--- src/rtl/gpio_in_filter_if.sv ---
// Register-bus bundle for gpio_in_filter: one-cycle read/write strobes,
// word address, write data and registered read data.
interface gpio_in_filter_if #(
    parameter int AddrWidth = 16,
    parameter int BusWidth  = 32
);
    logic                 write_reg;
    logic                 read_reg;
    logic [AddrWidth-3:0] busaddress;
    logic [BusWidth-1:0]  busdata_in;
    logic [BusWidth-1:0]  busdata_out;

    modport master (
        output write_reg, read_reg, busaddress, busdata_in,
        input  busdata_out
    );

    modport slave (
        input  write_reg, read_reg, busaddress, busdata_in,
        output busdata_out
    );
endinterface

--- src/rtl/gpio_in_filter.sv ---
// gpio_in_filter: synchronizes and deglitches raw GPIO input bits, latches
// rise/fall events (sticky, write-1-to-clear) and exposes level, events and
// filter configuration on the register bus at 0x1400-0x1423.
// Optional feature macro: GPIO_IN_FILTER_IRQ_EN adds the MASK registers and a
// registered event interrupt; without it MASK reads 0 and irq is tied low.
module gpio_in_filter #(
    parameter int AddrWidth = 16,
    parameter int BusWidth  = 32,
    parameter int InWidth   = 34,
    parameter int PreWidth  = 16,
    parameter int CntWidth  = 3
) (
    input  logic               reg_clk,
    input  logic               reset_reg,
    gpio_in_filter_if.slave    bus,
    input  logic [InWidth-1:0] raw_in,
    output logic [InWidth-1:0] filt_out,
    output logic               irq
);
    localparam int HiW = InWidth - BusWidth;
    localparam int unsigned WBASE = 32'h1400 >> 2;
    localparam logic [AddrWidth-3:0] A_CFG     = (AddrWidth-2)'(WBASE + 0);
    localparam logic [AddrWidth-3:0] A_LVL_LO  = (AddrWidth-2)'(WBASE + 1);
    localparam logic [AddrWidth-3:0] A_LVL_HI  = (AddrWidth-2)'(WBASE + 2);
    localparam logic [AddrWidth-3:0] A_RISE_LO = (AddrWidth-2)'(WBASE + 3);
    localparam logic [AddrWidth-3:0] A_RISE_HI = (AddrWidth-2)'(WBASE + 4);
    localparam logic [AddrWidth-3:0] A_FALL_LO = (AddrWidth-2)'(WBASE + 5);
    localparam logic [AddrWidth-3:0] A_FALL_HI = (AddrWidth-2)'(WBASE + 6);
`ifdef GPIO_IN_FILTER_IRQ_EN
    localparam logic [AddrWidth-3:0] A_MASK_LO = (AddrWidth-2)'(WBASE + 7);
    localparam logic [AddrWidth-3:0] A_MASK_HI = (AddrWidth-2)'(WBASE + 8);
`endif

    // bus capture
    logic                 r_wr, r_rd;
    logic [AddrWidth-3:0] r_waddr, r_raddr;
    logic [BusWidth-1:0]  r_wdata, r_rdata;

    // input path and filter state
    logic [InWidth-1:0]               r_sync1, r_sync2;
    logic [InWidth-1:0]               r_filt, r_rise, r_fall;
    logic [InWidth-1:0][CntWidth-1:0] r_cnt;
    logic [PreWidth-1:0]              r_prescale, r_pre;
    logic [CntWidth-1:0]              r_thr;

    logic                             w_cfg_wr, w_tick;
    logic [InWidth-1:0]               w_filt_nxt;
    logic [InWidth-1:0][CntWidth-1:0] w_cnt_nxt;
    logic [InWidth-1:0]               w_rise_ev, w_fall_ev;
    logic [InWidth-1:0]               w_wmask_lo, w_wmask_hi;
    logic [InWidth-1:0]               w_clr_rise, w_clr_fall;
    logic [BusWidth-1:0]              w_rdata;

    // Capture strobes, address and data; the action happens one edge later.
    always_ff @(posedge reg_clk) begin
        if (reset_reg) begin
            r_wr    <= 1'b0;
            r_rd    <= 1'b0;
            r_waddr <= '0;
            r_raddr <= '0;
            r_wdata <= '0;
        end else begin
            r_wr    <= bus.write_reg;
            r_rd    <= bus.read_reg;
            r_waddr <= bus.busaddress;
            r_raddr <= bus.busaddress;
            r_wdata <= bus.busdata_in;
        end
    end

    // Two-flop synchronizer per input bit.
    always_ff @(posedge reg_clk) begin
        if (reset_reg) begin
            r_sync1 <= '0;
            r_sync2 <= '0;
        end else begin
            r_sync1 <= raw_in;
            r_sync2 <= r_sync1;
        end
    end

    assign w_cfg_wr = r_wr && (r_waddr == A_CFG);

    // CFG register: PRESCALE in [15:0], THRESH in [18:16].
    always_ff @(posedge reg_clk) begin
        if (reset_reg) begin
            r_prescale <= '0;
            r_thr      <= '0;
        end else if (w_cfg_wr) begin
            r_prescale <= r_wdata[PreWidth-1:0];
            r_thr      <= r_wdata[16 +: CntWidth];
        end
    end

    assign w_tick = (r_pre == r_prescale);

    // Prescaler counts 0..PRESCALE and restarts on any CFG write.
    always_ff @(posedge reg_clk) begin
        if (reset_reg)
            r_pre <= '0;
        else if (w_cfg_wr || w_tick)
            r_pre <= '0;
        else
            r_pre <= r_pre + PreWidth'(1);
    end

    // Per-bit filter: a level must disagree for THRESH ticks before it is taken.
    always_comb begin
        w_filt_nxt = r_filt;
        w_cnt_nxt  = r_cnt;
        for (int i = 0; i < InWidth; i++) begin
            if (w_cfg_wr) begin
                w_cnt_nxt[i] = '0;
            end else if (r_thr == '0) begin
                w_filt_nxt[i] = r_sync2[i];
                w_cnt_nxt[i]  = '0;
            end else if (w_tick) begin
                if (r_sync2[i] == r_filt[i]) begin
                    w_cnt_nxt[i] = '0;
                end else if (r_cnt[i] >= r_thr - CntWidth'(1)) begin
                    w_filt_nxt[i] = r_sync2[i];
                    w_cnt_nxt[i]  = '0;
                end else if (r_cnt[i] != '1) begin
                    w_cnt_nxt[i] = r_cnt[i] + CntWidth'(1);
                end
            end
        end
    end

    // Filter state registers.
    always_ff @(posedge reg_clk) begin
        if (reset_reg) begin
            r_filt <= '0;
            r_cnt  <= '0;
        end else begin
            r_filt <= w_filt_nxt;
            r_cnt  <= w_cnt_nxt;
        end
    end

    assign w_rise_ev  = w_filt_nxt & ~r_filt;
    assign w_fall_ev  = r_filt & ~w_filt_nxt;
    assign w_wmask_lo = {{HiW{1'b0}}, r_wdata};
    assign w_wmask_hi = {r_wdata[HiW-1:0], {BusWidth{1'b0}}};
    assign w_clr_rise = !r_wr ? '0 :
                        (r_waddr == A_RISE_LO) ? w_wmask_lo :
                        (r_waddr == A_RISE_HI) ? w_wmask_hi : '0;
    assign w_clr_fall = !r_wr ? '0 :
                        (r_waddr == A_FALL_LO) ? w_wmask_lo :
                        (r_waddr == A_FALL_HI) ? w_wmask_hi : '0;

    // Sticky event latches; a new event beats a same-cycle clear.
    always_ff @(posedge reg_clk) begin
        if (reset_reg) begin
            r_rise <= '0;
            r_fall <= '0;
        end else begin
            r_rise <= (r_rise & ~w_clr_rise) | w_rise_ev;
            r_fall <= (r_fall & ~w_clr_fall) | w_fall_ev;
        end
    end

`ifdef GPIO_IN_FILTER_IRQ_EN
    logic [InWidth-1:0] r_mask;
    logic               r_irq;

    // Interrupt mask, split into LO/HI words like the event registers.
    always_ff @(posedge reg_clk) begin
        if (reset_reg)
            r_mask <= '0;
        else if (r_wr && r_waddr == A_MASK_LO)
            r_mask <= {r_mask[InWidth-1:BusWidth], r_wdata};
        else if (r_wr && r_waddr == A_MASK_HI)
            r_mask <= {r_wdata[HiW-1:0], r_mask[BusWidth-1:0]};
    end

    // Interrupt follows the latched events one cycle behind.
    always_ff @(posedge reg_clk) begin
        if (reset_reg)
            r_irq <= 1'b0;
        else
            r_irq <= |((r_rise | r_fall) & r_mask);
    end

    assign irq = r_irq;
`else
    assign irq = 1'b0;
`endif

    // Read mux over the register map; unmapped words read zero.
    always_comb begin
        w_rdata = '0;
        case (r_raddr)
            A_CFG:     w_rdata = BusWidth'({r_thr, r_prescale});
            A_LVL_LO:  w_rdata = r_filt[BusWidth-1:0];
            A_LVL_HI:  w_rdata = BusWidth'(r_filt[InWidth-1:BusWidth]);
            A_RISE_LO: w_rdata = r_rise[BusWidth-1:0];
            A_RISE_HI: w_rdata = BusWidth'(r_rise[InWidth-1:BusWidth]);
            A_FALL_LO: w_rdata = r_fall[BusWidth-1:0];
            A_FALL_HI: w_rdata = BusWidth'(r_fall[InWidth-1:BusWidth]);
`ifdef GPIO_IN_FILTER_IRQ_EN
            A_MASK_LO: w_rdata = r_mask[BusWidth-1:0];
            A_MASK_HI: w_rdata = BusWidth'(r_mask[InWidth-1:BusWidth]);
`endif
            default:   w_rdata = '0;
        endcase
    end

    // Read data register: loads only on a captured read, then holds.
    always_ff @(posedge reg_clk) begin
        if (reset_reg)
            r_rdata <= '0;
        else if (r_rd)
            r_rdata <= w_rdata;
    end

    assign bus.busdata_out = r_rdata;
    assign filt_out        = r_filt;
endmodule
--- src/flat_wrapper.sv ---
// flat-port wrapper written by rule: the top's interface ports become plain ports
module gpio_in_filter_flat 
#(
    parameter int AddrWidth = 16,
    parameter int BusWidth  = 32,
    parameter int InWidth   = 34,
    parameter int PreWidth  = 16,
    parameter int CntWidth  = 3
)
  (reg_clk, reset_reg, raw_in, filt_out, irq, bus_write_reg, bus_read_reg, bus_busaddress, bus_busdata_in, bus_busdata_out);
  gpio_in_filter_if #(.AddrWidth(AddrWidth), .BusWidth(BusWidth)) bus_i ();
  input  logic reg_clk;
  input  logic reset_reg;
  input  logic [InWidth-1:0] raw_in;
  output logic [InWidth-1:0] filt_out;
  output logic irq;
  input wire logic [$bits(bus_i.write_reg)-1:0] bus_write_reg;
  input wire logic [$bits(bus_i.read_reg)-1:0] bus_read_reg;
  input wire logic [$bits(bus_i.busaddress)-1:0] bus_busaddress;
  input wire logic [$bits(bus_i.busdata_in)-1:0] bus_busdata_in;
  output wire logic [$bits(bus_i.busdata_out)-1:0] bus_busdata_out;
  assign bus_i.write_reg = bus_write_reg;
  assign bus_i.read_reg = bus_read_reg;
  assign bus_i.busaddress = bus_busaddress;
  assign bus_i.busdata_in = bus_busdata_in;
  assign bus_busdata_out = bus_i.busdata_out;
  gpio_in_filter #(.AddrWidth(AddrWidth), .BusWidth(BusWidth), .InWidth(InWidth), .PreWidth(PreWidth), .CntWidth(CntWidth)) u_core (.reg_clk(reg_clk), .reset_reg(reset_reg), .bus(bus_i), .raw_in(raw_in), .filt_out(filt_out), .irq(irq));
endmodule
--- config.mk ---
export PLATFORM = sky130hd
export DESIGN_NAME = gpio_in_filter_flat
export DESIGN_NICKNAME = d
export VERILOG_FILES = /design/src/rtl/gpio_in_filter_if.sv /design/src/rtl/gpio_in_filter.sv /design/src/flat_wrapper.sv
export SDC_FILE = /design/constraint.sdc
export NUM_CORES = 1
export LEC_CHECK = 0
export ABC_AREA = 1
export CAP_MARGIN = 20
export CELL_PAD_IN_SITES_DETAIL_PLACEMENT = 1
export CELL_PAD_IN_SITES_GLOBAL_PLACEMENT = 2
export CORE_ASPECT_RATIO = 0.6
export CORE_MARGIN = 3
export CORE_UTILIZATION = 37
export CTS_BUF_LIST = sky130_fd_sc_hd__clkbuf_4
export DETAILED_ROUTE_END_ITERATION = 16
export DONT_BUFFER_PORTS = 1
export PLACE_DENSITY = 0.87
export RECOVER_POWER = 25
export SYNTH_ARGS = -nofsm -noshare
export SYNTH_HDL_FRONTEND = slang
export SYNTH_SLANG_ARGS = --single-unit
--- constraint.sdc ---
create_clock -name reg_clk -period 3.1 [get_ports reg_clk]
set_input_delay 0.93 -clock reg_clk [delete_from_list [all_inputs] [get_ports reg_clk]]
set_output_delay 0.93 -clock reg_clk [all_outputs]
set_load 0.005 [all_outputs]
==> results of run 1 <==
[per-stage QoR]
stage	hold WS [ps]	setup WS, ps	cells	cell area, um^2	utilization, %
global placement	395	563	3329	19600	39.1
CTS	95.5	415	3492	20700	41.3
floorplan	388	462	2744	19100	-
detailed placement	399	451	3329	19600	39.1
finish	221	380	3493	20700	41.3
global route	139	182	3493	20700	41.3
[registers in the layout (all words and copies together) (netlist names), 3 cells and up]
| name | flops |
|---|---|
| u_core.r_rise | 34 |
| u_core.r_fall | 34 |
| u_core.r_prescale | 16 |
| u_core.r_waddr | 14 |
| u_core.r_sync2 | 34 |
| u_core.r_wdata | 32 |
| u_core.filt_out | 34 |
| u_core.r_pre | 16 |
| u_core.r_sync1 | 34 |
| u_core.r_thr | 3 |
| u_core.r_cnt | 102 |
| u_core.bus.busdata_out | 32 |
[per-layer routing]
layer  vias up  GRT usage, %  routed length [um]  part of all wire, %
met2       314          38.5               29500                   48
met1      8706          27.6               27700                   45
met4         0          6.92                1400                  2.3
met5         -             0                   0                    0
met3       108          5.31                3010                  4.9
li1       8847             -                   -                    -
[cells by family after synthesis]
kind of cell | count (synthesis) | share of synthesized area, %
buffers and inverters | 510 | 10.7
adder cells (fa/ha/maj) | 105 | 6.89
AND/OR/NAND/NOR | 1264 | 28.4
flip-flops | 387 | 40.6
XOR/XNOR | 36 | 1.65
AO/OA/AOI/OAI | 441 | 11.8
other | 1 | 0.0197
[power breakdown]
group / switching [W] / leakage (nW) / internal, W
clock: 0.00218 / 0.693 / 0.00205
sequential: 0.0000978 / 3.15 / 0.00510
combinational: 0.000242 / 5.07 / 0.000125
[cell type report]
| type | instances | share of cell area, % |
|---|---|---|
| inverters | 387 | 7.01 |
| well taps | 682 | 4.12 |
| multi-input cells | 1847 | 44.8 |
| repair buffers | 26 | 1.18 |
| diodes | 1 | 0.0121 |
| clock buffers | 140 | 5.07 |
| clock inverters | 23 | 0.423 |
| flip-flops and latches | 387 | 37.4 |
[cell usage in the layout (no fill, tap or decap), types with 19 or more instances in the layout]
master	netlist	routed
nand2_1	531	531
inv_2	26	31
o21ai_0	179	179
nand3_1	196	196
buf_4	10	22
nand2_2	19	19
a21oi_1	234	234
nor2_1	383	381
dfxtp_1	387	387
clkbuf_4	0	140
xnor2_1	30	30
inv_1	359	358
clkinv_1	2	20
ha_1	105	105
nand4_1	100	100
[worst paths after layout]
kind | end | slack, ps | depth (start not counted)
worst min-delay path | u_core.r_waddr[5] | 220 | 1
worst min register to register | u_core.r_sync2[25] | 400 | 2
worst max-delay path | u_core.r_prescale[6] | 380 | 11
worst max register to register | u_core.r_prescale[6] | 380 | 11
[worst max-delay path, stage by stage (launching register included)]
cell	delay, ps
dfxtp_1	310
nor2_1	50
nand2_1	220
nor2_1	160
nand2_4	270
inv_2	100
nand2_4	90
buf_4	580
inv_1	300
buf_4	290
nand3_1	90
o21ai_0	120
==> out/results.tsv, run 1 <==
stage	metric	value	unit
worst_setup_path	Critical Path AT	3370	ps
final_layout	P&R area growth vs syn	8.74	%
worst_setup_path	Startpoint Class	flop	
min_path	hold path startpoint	reset_reg	
synth	ys flop type	dfxtp_1	
routing	final WL	61500	um
clock_tree	CTS tree	built	
synth	syn avg cell area	6.95	um^2
routing	DR pass1 iterations	5	
die	Initial Util	38.0	%
clock_tree	CTS Sinks	387	
synth	Yosys reg bits	387	
synth	Synth Warn #	0	
timing	Slew HR	44.3	%
clock_tree	H-tree depth	3	
synth	ys async rst share	0	%
die	area of the core	50100	um^2
power_and_ir_drop	VDD IR max	0.000230	V
worst_setup_path	largest fanout on the critical path	69	
final_layout	share of cells above drive strength 1	8.58	%
synth	cell count after synthesis	2744	
power_and_ir_drop	P_leak	8.92	nW
grt	Total Routing Usage GR	22.3	%
grt	global-route wire length before repair	98600	um
routing	vias per inst	5.15	
clock_tree	hold buffer count at CTS	0	
final_layout	final net count	2934	
placement	DP HPWL	42600	um
synth	Unique masters post-synth	33	
clock_tree	CTS buffer count	96	
clock_tree	Clock Latency Late Sink	810	ps
timing	clk_skew	45.7	ps
run	Max-Cap Viols	0	
timing	RSZ-0062 raised after global routing	false	
die	full die area	54400	um^2
placement	GPL Wtd Cong	0.816	
power_and_ir_drop	Power, Total	0.00980	W
grt	initial antenna violation count	3	
final_layout	Register Area	7750	um^2
routing	Vias	17975	
synth	top-count cell post-synth	nand2_1	
synth	area fraction of the dominant cell type after synthesis	40.6	%
synth	Post-synth EDFFs	0	
worst_setup_path	Setup crit start	u_core.r_waddr[4]	
min_path	Worst Hold Class	in -> reg	
die	row cnt	63	
final_layout	area of the multi-input gates	9290	um^2
routing	DR WL/cell	17.6	um
routing	1st-iter DRT viols	809	
routing	Antenna Violating Nets Remaining	0	
grt	final global-route overflow total	0	
die	Chip Width	299	um
grt	largest net degree at the start of global routing	217	
timing	Hold Fails Final Rpt	0	
clock_tree	post-CTS resize count	0	
synth	main area contributors after synthesis	dfxtp_1 (41%), nand2_1 (10%), nor2_1 (7.5%)	
timing	setup TNS	0	ps
worst_setup_path	WS Path Type	reg -> reg	
timing	minimum clock period	2720	ps
synth	synthesized cell area	19100	um^2
clock_tree	Post-CTS Setup Bufs	0	
synth	Synthesized Nets	2933	
worst_setup_path	worst r2r src	u_core.r_waddr[4]	
final_layout	fillers	6472	
timing	Slew @ Worst Pin	835	ps
run_status	status	finished, final reports clean	
synth	commonest cells in the netlist	nand2_1 (531), dfxtp_1 (387), nor2_1 (383)	
timing	Setup-failing EPs final	0	
synth	post-synth top area cell	dfxtp_1	
timing	part of the cycle the worst path needs	87.8	%
worst_setup_path	CP required	3750	ps
die	# IOs	151	
routing	Post-route DRC	0	
placement	Buffers on Ports	0	
timing	Max Freq	0.368	GHz
clock_tree	Root Driver	clkbuf_4	
grt	number of global-route vias before repair	19139	
clock_tree	Max clock buf depth	3	
die	Die Ht	182	um
timing	final slew viol count	0	
clock_tree	CTS clk-pin slew, worst paths	70	ps
worst_setup_path	crit end category	flop	
power_and_ir_drop	PwrDens	473	nW/um^2
synth	sequential-to-total area share from yosys stat	40.6	%
Note: power is estimated with default switching activity, not from simulation.
==> run 2, diff against run 1 <==
--- a/config.mk
+++ b/config.mk
@@ -6,6 +6,7 @@
 export NUM_CORES = 1
 export LEC_CHECK = 0
 export ABC_AREA = 1
+export ABC_CLOCK_PERIOD_IN_PS = 3100
 export CAP_MARGIN = 20
 export CELL_PAD_IN_SITES_DETAIL_PLACEMENT = 1
 export CELL_PAD_IN_SITES_GLOBAL_PLACEMENT = 2
@@ -17,6 +18,7 @@
 export DONT_BUFFER_PORTS = 1
 export PLACE_DENSITY = 0.87
 export RECOVER_POWER = 25
+export REMOVE_ABC_BUFFERS = 1
 export SYNTH_ARGS = -nofsm -noshare
 export SYNTH_HDL_FRONTEND = slang
 export SYNTH_SLANG_ARGS = --single-unit
==> constraint.sdc (replaced) <==
create_clock -name reg_clk -period 3.1 [get_ports reg_clk]
set_input_delay 0.93 -clock reg_clk [delete_from_list [all_inputs] [get_ports reg_clk]]
set_output_delay 0.93 -clock reg_clk [all_outputs]
set_load 0.01 [all_outputs]
==> out/results.tsv, run 2 (synthesis results as in run 1) <==
stage	metric	value	unit	change
clock_tree	Post-CTS Setup Bufs	0		unchanged
final_layout	share of cells above drive strength 1	8.89	%	was 8.58%
worst_setup_path	reg2reg setup slack	370	ps	was 380 ps
timing	RSZ-0062 raised after global routing	false		unchanged
grt	initial antenna violation count	1		was 3
final_layout	fillers	6518		was 6472
final_layout	commonest non-fill, non-tap cell in the layout	nand2_1		unchanged
timing	worst hold slack	181	ps	was 221 ps
grt	met1 usage	30.7	%	was 27.6%
worst_setup_path	Startpoint Class	flop		unchanged
die	full die area	54400	um^2	unchanged
grt	gr busiest metal	met2		unchanged
clock_tree	CTS buffer count	99		was 96
clock_tree	hold buffer count at CTS	0		unchanged
die	area of the core	50100	um^2	unchanged
timing	part of the cycle the worst path needs	88.2	%	was 87.8%
timing	setup TNS	0	ps	unchanged
final_layout	most frequent cells in the layout	nand2_1 (529), dfxtp_1 (385), nor2_1 (381)		was nand2_1 (531), dfxtp_1 (387), nor2_1 (381)
routing	Antenna Violating Nets Remaining	0		unchanged
routing	1st-iter DRT viols	939		was 809
worst_setup_path	WS Path Type	reg -> reg		unchanged
timing	minimum clock period	2730	ps	was 2720 ps
worst_setup_path	worst flop-to-flop path endpoint	u_core.r_cnt[14]		was u_core.r_prescale[6]
grt	Total Routing Usage GR	23.3	%	was 22.3%
clock_tree	CTS tree	built		unchanged
die	Chip Width	299	um	unchanged
clock_tree	post-CTS resize count	0		unchanged
placement	Post-DP Area	19700	um^2	was 19600 um^2
run_status	status	finished, final reports clean		unchanged
min_path	Hold Path Sink	u_core.r_sync1[5]		was u_core.r_waddr[5]
clock_tree	Clock Latency Late Sink	860	ps	was 810 ps
clock_tree	H-tree depth	3		unchanged
timing	final slew viol count	0		unchanged
power_and_ir_drop	P_leak	8.97	nW	was 8.92 nW
clock_tree	Max clock buf depth	3		unchanged
routing	Vias	18266		was 17975
timing	Worst Setup Slack, final	366	ps	was 380 ps
worst_setup_path	largest fanout on the critical path	49		was 69
placement	Buffers on Ports	0		unchanged
clock_tree	CTS clk-pin slew, worst paths	80	ps	was 70 ps
final_layout	Register Area	7750	um^2	about the same
timing	Slew @ Worst Pin	936	ps	was 835 ps
grt	largest net degree at the start of global routing	217		unchanged
power_and_ir_drop	VDD IR max	0.000317	V	was 0.000230 V
timing	Slew HR	37.6	%	was 44.3%
power_and_ir_drop	PwrDens	479	nW/um^2	was 473 nW/um^2
worst_setup_path	CP required	3750	ps	about the same
timing	clk_skew	102	ps	was 45.7 ps
placement	Setup WS pre-CTS	472	ps	was 451 ps
routing	DR WL/cell	18.3	um	was 17.6 um
placement	DP HPWL	41400	um	was 42600 um
routing	DR pass1 iterations	5		unchanged
die	Initial Util	38.0	%	unchanged
die	row cnt	63		unchanged
timing	Max Freq	0.366	GHz	was 0.368 GHz
min_path	Worst Hold Class	in -> reg		unchanged
run	Max-Cap Viols	0		unchanged
final_layout	area of the multi-input gates	9310	um^2	was 9290 um^2
die	Die Ht	182	um	unchanged
routing	vias per inst	5.22		was 5.15
grt	global-route wire length before repair	102000	um	was 98600 um
clock_tree	CTS Sinks	387		unchanged
worst_setup_path	crit end category	flop		unchanged
final_layout	post-route cell area	20900	um^2	was 20700 um^2
die	# IOs	151		unchanged
grt	final global-route overflow total	0		unchanged
final_layout	max FFs per register	102		unchanged
worst_setup_path	r2r worst-path depth	10		was 11
final_layout	final net count	2941		was 2934
grt	M3 GR Usage	4.40	%	was 5.31%
min_path	hold path startpoint	raw_in[5]		was reset_reg
final_layout	Biggest register	u_core.r_cnt		unchanged
timing	Hold Fails Final Rpt	0		unchanged
placement	GPL Wtd Cong	0.835		was 0.816
routing	Post-route DRC	0		unchanged
grt	met2 usage	38.6	%	was 38.5%
final_layout	P&R area growth vs syn	9.72	%	was 8.74%
grt	number of global-route vias before repair	19126		was 19139
min_path	WHS Path Cells	2		was 1
worst_setup_path	worst r2r src	u_core.r_thr[0]		was u_core.r_waddr[4]
timing	Setup-failing EPs final	0		unchanged
worst_setup_path	Critical Path AT	3380	ps	was 3370 ps
routing	final WL	63900	um	was 61500 um
clock_tree	Root Driver	clkbuf_4		unchanged
run 2: layout make-up:
class,count,share of cell area (%)
clock buffer,134,4.81
multi-input combinational,1847,44.5
sequential,387,37.1
clock inverter,28,0.987
timing repair buffer,30,1.62
antenna,1,0.0120
inverter,387,6.95
tap,682,4.08
run 2: metal layers:
| metal | wire length, um | vias up |
|---|---|---|
| met5 | 0 | - |
| met4 | 1330 | 0 |
| li1 | - | 8849 |
| met2 | 29300 | 374 |
| met3 | 3050 | 103 |
| met1 | 30200 | 8940 |
run 2: worst max-delay path by stage:
stage                                   from                  to  slack (ps)
after global placement       u_core.r_thr[1]    u_core.r_cnt[14]         540
after CTS                    u_core.r_thr[0]    u_core.r_cnt[14]         400
after detailed placement   u_core.r_waddr[1]   u_core.r_rise[21]         470
after floorplan           u_core.r_waddr[13]    u_core.r_cnt[99]       -1420
final                        u_core.r_thr[0]    u_core.r_cnt[14]         370
after global routing       u_core.r_waddr[0]  u_core.filt_out[4]         190
run 2: metrics by stage:
stage	power (W)	cells	utilization (%)
CTS	0.0102	3495	41.7
finish	0.0100	3496	41.7
detailed placement	0.00568	3333	39.3
global placement	0.00566	3333	39.3
floorplan	0.00553	2621	-
global route	0.0105	3496	41.7
run 2: power by group:
part           internal (W)  switching, W
sequential          0.00510     0.0000993
combinational      0.000126      0.000248
clock               0.00224       0.00222
total               0.00746       0.00256
run 2: critical path, cell delays in order (launching register included):
cell	delay, ps
dfxtp_1	340
inv_2	60
ha_2	320
buf_4	560
nand2_1	110
nand2_1	100
nor2_1	50
o21ai_0	420
o21ai_2	170
o21ai_0	330
nor2_1	70
==> run 3, diff against run 2 <==
--- a/config.mk
+++ b/config.mk
@@ -7,7 +7,7 @@
 export LEC_CHECK = 0
 export ABC_AREA = 1
 export ABC_CLOCK_PERIOD_IN_PS = 3100
-export CAP_MARGIN = 20
+export CAP_MARGIN = 15
 export CELL_PAD_IN_SITES_DETAIL_PLACEMENT = 1
 export CELL_PAD_IN_SITES_GLOBAL_PLACEMENT = 2
 export CORE_ASPECT_RATIO = 0.6
==> results of run 3 <==
The final DEF is identical to that of run 2; final timing and power are the same.
